===== src/rtl/mem_loader.sv =====
// ---------------------------------------------------------------------------
// mem_loader
//
// Host-side initiator for the CPU's external memory ports. A host issues
// commands on a valid/ready stream. The block can load words into
// instruction or data memory, run the core for a programmed number of
// cycles, or dump data memory back out on an output stream.
//
// Ports
//   clk, rst                      : clock, synchronous active-high reset
//   cmd_valid/cmd_ready           : command handshake
//   cmd_op                        : 0 LOAD_I, 1 LOAD_D, 2 RUN, 3 DUMP_D
//   cmd_addr                      : start byte address (unused for RUN)
//   cmd_len                       : word count (load/dump) or cycle count (RUN)
//   in_valid/in_ready/in_data     : load data stream (LOAD_I uses [31:0])
//   out_valid/out_ready/out_data  : dump data stream
//   busy                          : high whenever not IDLE
//   done                          : one-cycle pulse on command completion
//   enable                        : CPU run enable
//   addr_ext/wen_ext/ren_ext/wdata_ext/rdata_ext           : instruction memory
//   addr_ext_2/wen_ext_2/ren_ext_2/wdata_ext_2/rdata_ext_2 : data memory
// ---------------------------------------------------------------------------
module mem_loader #(
    parameter int IMEM_STRIDE = 4,
    parameter int DMEM_STRIDE = 8,
    parameter int LEN_W       = 16
) (
    input  logic             clk,
    input  logic             rst,
    input  logic             cmd_valid,
    output logic             cmd_ready,
    input  logic [1:0]       cmd_op,
    input  logic [63:0]      cmd_addr,
    input  logic [LEN_W-1:0] cmd_len,
    input  logic             in_valid,
    output logic             in_ready,
    input  logic [63:0]      in_data,
    output logic             out_valid,
    input  logic             out_ready,
    output logic [63:0]      out_data,
    output logic             busy,
    output logic             done,
    output logic             enable,
    output logic [63:0]      addr_ext,
    output logic             wen_ext,
    output logic             ren_ext,
    output logic [31:0]      wdata_ext,
    input  logic [31:0]      rdata_ext,
    output logic [63:0]      addr_ext_2,
    output logic             wen_ext_2,
    output logic             ren_ext_2,
    output logic [63:0]      wdata_ext_2,
    input  logic [63:0]      rdata_ext_2
);

    typedef enum logic [2:0] {
        S_IDLE    = 3'd0,
        S_LOAD_I  = 3'd1,
        S_LOAD_D  = 3'd2,
        S_RUN     = 3'd3,
        S_RD_REQ  = 3'd4,
        S_RD_WAIT = 3'd5,
        S_RD_OUT  = 3'd6,
        S_FIN     = 3'd7
    } state_t;

    localparam logic [LEN_W-1:0] CNT_ZERO = {LEN_W{1'b0}};
    localparam logic [LEN_W-1:0] CNT_ONE  = {{(LEN_W-1){1'b0}}, 1'b1};
    localparam logic [63:0]      I_STEP   = 64'(IMEM_STRIDE);
    localparam logic [63:0]      D_STEP   = 64'(DMEM_STRIDE);

    state_t           state_r;
    state_t           next_state_s;
    logic [63:0]      addr_q;
    logic [63:0]      addr_next_s;
    logic [LEN_W-1:0] cnt_r;
    logic [LEN_W-1:0] cnt_next_s;
    logic [63:0]      out_data_r;
    logic [63:0]      out_data_next_s;

    logic        cmd_ready_s;
    logic        in_ready_s;
    logic        out_valid_s;
    logic        done_s;
    logic        enable_s;
    logic [63:0] addr_ext_s;
    logic        wen_ext_s;
    logic [31:0] wdata_ext_s;
    logic [63:0] addr_ext_2_s;
    logic        wen_ext_2_s;
    logic        ren_ext_2_s;
    logic [63:0] wdata_ext_2_s;

    // State, address, count and dump-data registers.
    always_ff @(posedge clk) begin
        if (rst) begin
            state_r    <= S_IDLE;
            addr_q     <= 64'h0;
            cnt_r      <= CNT_ZERO;
            out_data_r <= 64'h0;
        end else begin
            state_r    <= next_state_s;
            addr_q     <= addr_next_s;
            cnt_r      <= cnt_next_s;
            out_data_r <= out_data_next_s;
        end
    end

    // Next-state, datapath updates and per-state port drive.
    always_comb begin
        next_state_s    = state_r;
        addr_next_s     = addr_q;
        cnt_next_s      = cnt_r;
        out_data_next_s = out_data_r;
        cmd_ready_s     = 1'b0;
        in_ready_s      = 1'b0;
        out_valid_s     = 1'b0;
        done_s          = 1'b0;
        enable_s        = 1'b0;
        addr_ext_s      = 64'h0;
        wen_ext_s       = 1'b0;
        wdata_ext_s     = 32'h0;
        addr_ext_2_s    = 64'h0;
        wen_ext_2_s     = 1'b0;
        ren_ext_2_s     = 1'b0;
        wdata_ext_2_s   = 64'h0;

        case (state_r)
            S_IDLE: begin
                cmd_ready_s = 1'b1;
                if (cmd_valid) begin
                    addr_next_s = cmd_addr;
                    cnt_next_s  = cmd_len;
                    if (cmd_len == CNT_ZERO) begin
                        next_state_s = S_FIN;
                    end else begin
                        case (cmd_op)
                            2'd0:    next_state_s = S_LOAD_I;
                            2'd1:    next_state_s = S_LOAD_D;
                            2'd2:    next_state_s = S_RUN;
                            2'd3:    next_state_s = S_RD_REQ;
                            default: next_state_s = S_IDLE;
                        endcase
                    end
                end else begin
                    next_state_s = S_IDLE;
                end
            end

            S_LOAD_I: begin
                in_ready_s = 1'b1;
                addr_ext_s = addr_q;
                if (in_valid) begin
                    wen_ext_s   = 1'b1;
                    wdata_ext_s = in_data[31:0];
                    addr_next_s = addr_q + I_STEP;
                    cnt_next_s  = cnt_r - CNT_ONE;
                    if (cnt_r == CNT_ONE) begin
                        next_state_s = S_FIN;
                    end else begin
                        next_state_s = S_LOAD_I;
                    end
                end else begin
                    next_state_s = S_LOAD_I;
                end
            end

            S_LOAD_D: begin
                in_ready_s   = 1'b1;
                addr_ext_2_s = addr_q;
                if (in_valid) begin
                    wen_ext_2_s   = 1'b1;
                    wdata_ext_2_s = in_data;
                    addr_next_s   = addr_q + D_STEP;
                    cnt_next_s    = cnt_r - CNT_ONE;
                    if (cnt_r == CNT_ONE) begin
                        next_state_s = S_FIN;
                    end else begin
                        next_state_s = S_LOAD_D;
                    end
                end else begin
                    next_state_s = S_LOAD_D;
                end
            end

            S_RUN: begin
                // Leaving on cnt==1 gives exactly cmd_len enable cycles.
                enable_s   = 1'b1;
                cnt_next_s = cnt_r - CNT_ONE;
                if (cnt_r == CNT_ONE) begin
                    next_state_s = S_FIN;
                end else begin
                    next_state_s = S_RUN;
                end
            end

            S_RD_REQ: begin
                ren_ext_2_s  = 1'b1;
                addr_ext_2_s = addr_q;
                next_state_s = S_RD_WAIT;
            end

            S_RD_WAIT: begin
                // Data memory answers one cycle after the read strobe.
                out_data_next_s = rdata_ext_2;
                next_state_s    = S_RD_OUT;
            end

            S_RD_OUT: begin
                out_valid_s = 1'b1;
                if (out_ready) begin
                    addr_next_s = addr_q + D_STEP;
                    cnt_next_s  = cnt_r - CNT_ONE;
                    if (cnt_r == CNT_ONE) begin
                        next_state_s = S_FIN;
                    end else begin
                        next_state_s = S_RD_REQ;
                    end
                end else begin
                    next_state_s = S_RD_OUT;
                end
            end

            S_FIN: begin
                done_s       = 1'b1;
                next_state_s = S_IDLE;
            end

            default: begin
                next_state_s = S_IDLE;
            end
        endcase
    end

    // Outputs are forced quiet while rst is high so an abandoned command
    // cannot issue a strobe in the reset cycle itself.
    assign cmd_ready   = cmd_ready_s & ~rst;
    assign in_ready    = in_ready_s & ~rst;
    assign out_valid   = out_valid_s & ~rst;
    assign out_data    = rst ? 64'h0 : out_data_r;
    assign busy        = (state_r != S_IDLE) & ~rst;
    assign done        = done_s & ~rst;
    assign enable      = enable_s & ~rst;
    assign addr_ext    = rst ? 64'h0 : addr_ext_s;
    assign wen_ext     = wen_ext_s & ~rst;
    assign ren_ext     = 1'b0;
    assign wdata_ext   = rst ? 32'h0 : wdata_ext_s;
    assign addr_ext_2  = rst ? 64'h0 : addr_ext_2_s;
    assign wen_ext_2   = wen_ext_2_s & ~rst;
    assign ren_ext_2   = ren_ext_2_s & ~rst;
    assign wdata_ext_2 = rst ? 64'h0 : wdata_ext_2_s;

    // Instruction memory is write-only from this block.
    logic unused_s;
    assign unused_s = ^rdata_ext;

endmodule


===== config.mk =====
export PLATFORM = sky130hd
export DESIGN_NAME = mem_loader
export DESIGN_NICKNAME = d
export VERILOG_FILES = /design/src/rtl/mem_loader.sv
export SDC_FILE = /design/constraint.sdc
export NUM_CORES = 1
export LEC_CHECK = 0
export CAP_MARGIN = 20
export CORE_MARGIN = 2
export CORE_UTILIZATION = 25
export CTS_CLUSTER_DIAMETER = 80
export DETAILED_ROUTE_END_ITERATION = 8
export PLACE_DENSITY_LB_ADDON = 0.05
export SYNTH_ARGS = -nofsm -noshare
export SYNTH_HDL_FRONTEND = slang
export SYNTH_SLANG_ARGS = --single-unit

===== constraint.sdc =====
create_clock -name clk -period 3.12 [get_ports clk]
set_input_delay 0.624 -clock clk [delete_from_list [all_inputs] [get_ports clk]]
set_output_delay 0.624 -clock clk [all_outputs]
set_load 0.005 [all_outputs]

==> results of run 1 <==
state kept, by name, indices dropped and copies added (netlist names):
register    cells
cnt_r          16
addr_q         64
out_data_r     64
state_r         3
stage by stage:
stage / util [%] / hold slack (ps)
floorplan: - / 432
global placement: 39.7 / 437
detailed placement: 39.7 / 442
CTS: 41.1 / 451
global route: 41.6 / 470
finish: 41.6 / 450
logic make-up (layout without fill, tap and decap cells):
kind of cell / after synthesis / count (layout) / share of synthesized area, %
and+or+nand+nor: 871 / 871 / 42.2
muxes: 6 / 6 / 0.573
buffers and inverters: 169 / 681 / 7.01
DFF: 147 / 147 / 27.0
other: 1 / 5 / 0.0344
AOI/OAI and AO/OA: 387 / 387 / 22.1
adders and majority gates: 7 / 7 / 0.803
xor gates and xnor gates: 4 / 4 / 0.321
what timing repair did:
action                                  in CTS  in global routing
cloned                                       0                  6
gates resized for setup                      6                 24
pin swaps                                    0                  1
buffers inserted                             0                  5
endpoints found under the setup margin      39                116
power groups by stage:
stage               Sequential [mW]  Combinational [mW]  Clock, mW
global placement               2.37                2.47          0
CTS                            2.33                2.50       2.27
floorplan                      2.24                1.35          0
finish                         2.34                2.53       2.20
global route                   2.37                2.76       2.33
detailed placement             2.37                2.49          0
path summary, 6_finish.rpt:
kind	start	endpoint	slack, ps	cells after the start
min reg2reg	out_data_r[9]$_SDFFE_PP0P_	out_data_r[9]$_SDFFE_PP0P_	450	2
max	state_r[0]$_SDFF_PP0_	wdata_ext[31]	60	6
min	out_data_r[9]$_SDFFE_PP0P_	out_data_r[9]$_SDFFE_PP0P_	450	2
max reg2reg	addr_q[5]$_SDFFE_PP0P_	addr_q[41]$_SDFFE_PP0P_	390	6
per-layer routing:
layer,share of wire [%],vias to the layer above,track usage (%)
li1,-,6666,-
met1,44,6678,35.1
met2,46,537,41.7
met3,7.6,78,6.25
met4,1.9,10,6.41
met5,0.12,-,0
tightest hold or removal path: cells and delay by family, from the launching register on:
| family | cells | cell delay, ps |
|---|---|---|
| compound gates | 1 | 50 |
| flops | 1 | 310 |
| simple gates | 1 | 50 |
area by class of cell:
type,instances,area [um^2],share of cell area (%)
Tap cell,585,732,4.08
Clock buffer,19,443,2.47
Multi-Input combinational cell,1276,7280,40.6
Clock inverter,12,149,0.831
Sequential cell,147,2950,16.4
Inverter,26,97.6,0.544
Antenna cell,4,10.0,0.0558
Timing Repair Buffer,624,6270,35.0
Yosys cell counts (9+ instances only):
library cell / instances
dfxtp_1: 147
clkbuf_1: 101
a21oi_1: 148
o22ai_1: 16
nor2_1: 104
nor2b_1: 67
a221oi_1: 11
buf_2: 15
nor3_1: 59
a22oi_1: 15
nand2_1: 260
o31ai_1: 17
and2_1: 144
nand3_1: 46
o211ai_1: 9
nand4_1: 34
nor4_1: 24
buf_1: 9
and4_1: 15
inv_1: 26
a211oi_1: 10
a31oi_1: 19
and3_1: 59
o21ai_0: 70
==> flow_summary.json, run 1 <==
{
  "grt_max_degree": 106,
  "yosysSeqAreaShare_pct": 27.0,
  "power_density_mw_per_mm2": 395,
  "p_int_mw": 4.39,
  "max_freq_ghz": 0.326,
  "grt_pass1_vias": 13200,
  "areaGrowthSynthToFinish_pct": 64.3,
  "final_area_mm2": 0.0179,
  "die_y_um": 213,
  "power.switching_mw": 2.68,
  "clock_sinks": 147,
  "place_inst": 2647,
  "critPathMaxFanout": 33,
  "post-route-drc-count": 0,
  "ios": 545,
  "synth_flop_cell": "dfxtp_1",
  "ys_warn_count": 0,
  "drt_wl_total_mm": 62.1,
  "dpl_worst_slack_ps": -13.6,
  "core_area_mm2": 0.0431,
  "critPathKind": "flop to output pin",
  "synth_nets": 1846,
  "core.rowCount": 76,
  "grt.overflow.total": 0,
  "drt-pass1-iter-count": 7,
  "via_count": 14000,
  "critPathLaunchType": "flop",
  "grt_pass1_wl_mm": 87.7,
  "track_usage_pct": 26.0,
  "cp_data_required_time_ps": 2500,
  "total_power_mw": 7.07,
  "cts_buffer_depth": 2,
  "crit_slowest_cell": "clkdlybuf4s50_1",
  "clock_skew_ps": 12.5,
  "cts_tree": "done",
  "layoutNonFillerInstCount": 2693,
  "place.port_buffers": 511,
  "ir_worst_vdd_uv": 388,
  "tns_ps": 0,
  "drtIter0Drc": 901,
  "numCtsBuffers": 17,
  "leakage_nw": 6.62,
  "synth_top_area_share_pct": 27.0,
  "path_cells": "buf_4 > nor3b_4 > and3_4 > buf_12 > and2_1 > clkdlybuf4s50_1",
  "seqPwrFrac_pct": 33.0,
  "avgSynthCellArea_um2": 6.85,
  "htreeDepth": 4,
  "worstMarginPinSlew_ps": 993,
  "routed_via_density": 5.19,
  "synthCells": 1592,
  "fill_cells": 4538,
  "slew_headroom_pct": 33.8,
  "period_minus_slack_ps": 3060,
  "dp_hpwl_mm": 48.1,
  "syn_area_mm2": 0.0109,
  "max_stage_delay_ps": 580,
  "die_w_um": 213,
  "placed_cell_area_mm2": 0.0171,
  "antenna_found_initial": 13,
  "place_congestion": 0.935,
  "crit_family": "buffers and inverters",
  "final_cell_mix": "493 x clkdlybuf4s50_1, 259 x nand2_1, 148 x a21oi_1, 144 x dfxtp_1, 143 x and2_1",
  "p_sw_share_pct": 37.9,
  "finalMaxSlewViolations": 0,
  "min_path_type": "flop to flop",
  "path_clk_slew_ps": 70,
  "ys_ff_latch": 147,
  "ys_types": 88,
  "wl_per_cell_um": 23.1,
  "path_buf_inv": 3,
  "fin_nets": 2346,
  "die_area_mm2": 0.0453,
  "status": "completed",
  "setup_ws_ps": 55.2,
  "final_hold_viol_count": 0,
  "clk_latency_ps": 460,
  "synthTopCellsByArea": "dfxtp_1 27%, nand2_1 8.9%, and2_1 8.3%, a21oi_1 6.8%, nor2b_1 3.8%",
  "p_comb_share_pct": 35.8,
  "drive_gt1_share_pct": 8.98,
  "layout_commonest_cell": "clkdlybuf4s50_1",
  "crit_path_end_kind": "output pin",
  "cts_root_buf": "clkbuf_16",
  "maxCapViolCount": 0,
  "synth_top_area_cell": "dfxtp_1",
  "setup_viol": 0,
  "fin_crit_sh_pct": 98.2,
  "cp.arrival_ps": 2440,
  "ant_nets": 0,
  "p_clk_share_pct": 31.2,
  "synth-edff-count": 0,
  "async_flop_share_pct": 0,
  "initial_core_util_pct": 25.3,
  "ctsHoldBuffers": 0
}
No activity file was read; power rests on OpenSTA's default activity.
==> run 2: changes to the inputs <==
- CAP_MARGIN: 20 -> default
- SLEW_MARGIN: default -> 40
==> run 2 against run 1 <==
  * Final cell count unchanged
  * Wire length up 0.47%
  * Sequential power barely moved
  * Via count is 0.62% lower
  * Non-clock buffer count decreased by 4
  * Total power barely moved
  * Highest routed layer unchanged
  * Sequential cell count unchanged
  * Clock-buffer cell count stayed put
  * Design area down 0.22%
  * Combinational power rose by 2%
==> flow_summary.json, run 2 (synthesized netlist as in run 1, its figures left out) <==
{
  "status": "completed",
  "numCtsBuffers": 17,
  "place.port_buffers": 511,
  "die_area_mm2": 0.0453,
  "cp_data_required_time_ps": 2500,
  "grt_pass1_vias": 13000,
  "antenna_found_initial": 13,
  "leakage_nw": 6.43,
  "path_clk_slew_ps": 70,
  "die_w_um": 213,
  "max_stage_delay_ps": 500,
  "worstMarginPinSlew_ps": 736,
  "power_density_mw_per_mm2": 395,
  "ios": 545,
  "path_cells": "buf_4 > xor2_1 > nand2_1 > nor2_4 > buf_12 > clkbuf_16 > and2_2 > clkdlybuf4s50_1",
  "grt_max_degree": 106,
  "fin_nets": 2342,
  "dp_hpwl_mm": 48.1,
  "place_congestion": 0.935,
  "drt_wl_total_mm": 62.4,
  "min_path_type": "flop to flop",
  "maxCapViolCount": 0,
  "routed_via_density": 5.15,
  "slew_headroom_pct": 50.6,
  "clock_skew_ps": 13.5,
  "rsz0062_at_grt": "no",
  "cts_buffer_depth": 2,
  "core.rowCount": 76,
  "layout_commonest_cell": "clkdlybuf4s50_1",
  "timing.rr.start": "addr_q[12]$_SDFFE_PP0P_",
  "final_hold_viol_count": 0,
  "critPathMaxFanout": 22,
  "grt.overflow.total": 0,
  "finalMaxSlewViolations": 0,
  "via_count": 13900,
  "cp.arrival_ps": 2390,
  "setup_viol": 0,
  "drive_gt1_share_pct": 8.81,
  "core_area_mm2": 0.0431,
  "critPathKind": "flop to output pin",
  "crit_family": "buffers and inverters",
  "crit_path_end_kind": "output pin",
  "htreeDepth": 4,
  "ctsHoldBuffers": 0,
  "final_cell_mix": "502 x clkdlybuf4s50_1, 259 x nand2_1, 147 x a21oi_1, 144 x and2_1, 144 x dfxtp_1",
  "crit_cells": 8,
  "hold_slack_ps": 450,
  "finish.utilization_pct": 41.5,
  "fin_crit_sh_pct": 96.7,
  "drt-pass1-iter-count": 5,
  "areaGrowthSynthToFinish_pct": 63.9,
  "die_y_um": 213,
  "ir_worst_vdd_uv": 393,
  "ff2ff_path_depth": 8,
  "cts_root_buf": "clkbuf_16",
  "period_minus_slack_ps": 3020,
  "wl_per_cell_um": 23.2,
  "crit_slowest_cell": "clkdlybuf4s50_1",
  "track_usage_pct": 26.1,
  "cts_tree": "done",
  "post-route-drc-count": 0,
  "crit_start": "state_r[2]$_SDFF_PP0_",
  "clock_sinks": 147,
  "critPathLaunchType": "flop",
  "worstHoldStart": "out_data_r[9]$_SDFFE_PP0P_",
  "drtIter0Drc": 973,
  "hold_depth": 2,
  "clk_latency_ps": 460,
  "top_regs": "addr_q (64), out_data_r (64), cnt_r (16)",
  "path_buf_inv": 4,
  "ant_nets": 0,
  "max_freq_ghz": 0.331,
  "r2r_slack_ps": 430,
  "initial_core_util_pct": 25.3,
  "grt_pass1_wl_mm": 87.3
}
run 2: report_power, final:
part / total [mW] / switching [mW] / internal [mW]
Sequential: 2.34 / 0.280 / 2.06
Combinational: 2.57 / 1.43 / 1.13
Clock: 2.16 / 1.01 / 1.15
run 2: routing by layer:
metal / GRT usage [%] / wire length [um] / up-vias
met3: 6.22 / 4750 / 62
met1: 35.0 / 27600 / 6587
met5: 0 / 71 / -
met4: 6.17 / 1060 / 10
met2: 42.0 / 28900 / 568
li1: - / - / 6655
run 2: layout make-up:
| type | count | area (um^2) |
|---|---|---|
| Clock buffer | 19 | 443 |
| Inverter | 26 | 97.6 |
| Multi-Input combinational cell | 1276 | 7280 |
| Clock inverter | 13 | 140 |
| Sequential cell | 147 | 2950 |
| Antenna cell | 7 | 17.5 |
| Fill cell | 4545 | 25200 |
| Timing Repair Buffer | 620 | 6230 |
| Tap cell | 585 | 732 |
run 2: final timing paths:
check	end
worst min-delay path	out_data_r[9]$_SDFFE_PP0P_
worst min register to register	out_data_r[9]$_SDFFE_PP0P_
worst max-delay path	addr_ext_2[17]
worst max register to register	addr_q[47]$_SDFFE_PP0P_
run 2: tightest hold or removal path, stage by stage, from the launching register on:
cell	delay, ps
dfxtp_1	310
nand2_1	50
a21oi_1	50
run 2: per-stage QoR:
step	setup slack (ps)	std cells	instance area, um^2	total power [mW]	setup TNS (ps)
2_1_floorplan	761	1592	10900	3.59	0
3_3_place_gp	-9.93	2647	17100	4.84	-9.93
3_5_place_dp	-12.2	2647	17100	4.86	-12.2
4_1_cts	5.16	2679	17700	7.04	0
5_1_grt	3.18	2690	17900	7.44	0
6_report	102	2693	17900	7.07	0
run 2: repair_timing:
item                       CTS  global route
gates resized for setup      4            17
setup buffers                0             2
gates cloned                 0             4
setup endpoints to repair   39           122
pin swaps                    0             2
==> run 3: changes to the inputs <==
- CAP_MARGIN: default -> 20
==> results of run 3 <==
Final layout, timing and power as in run 2 (identical DEF).
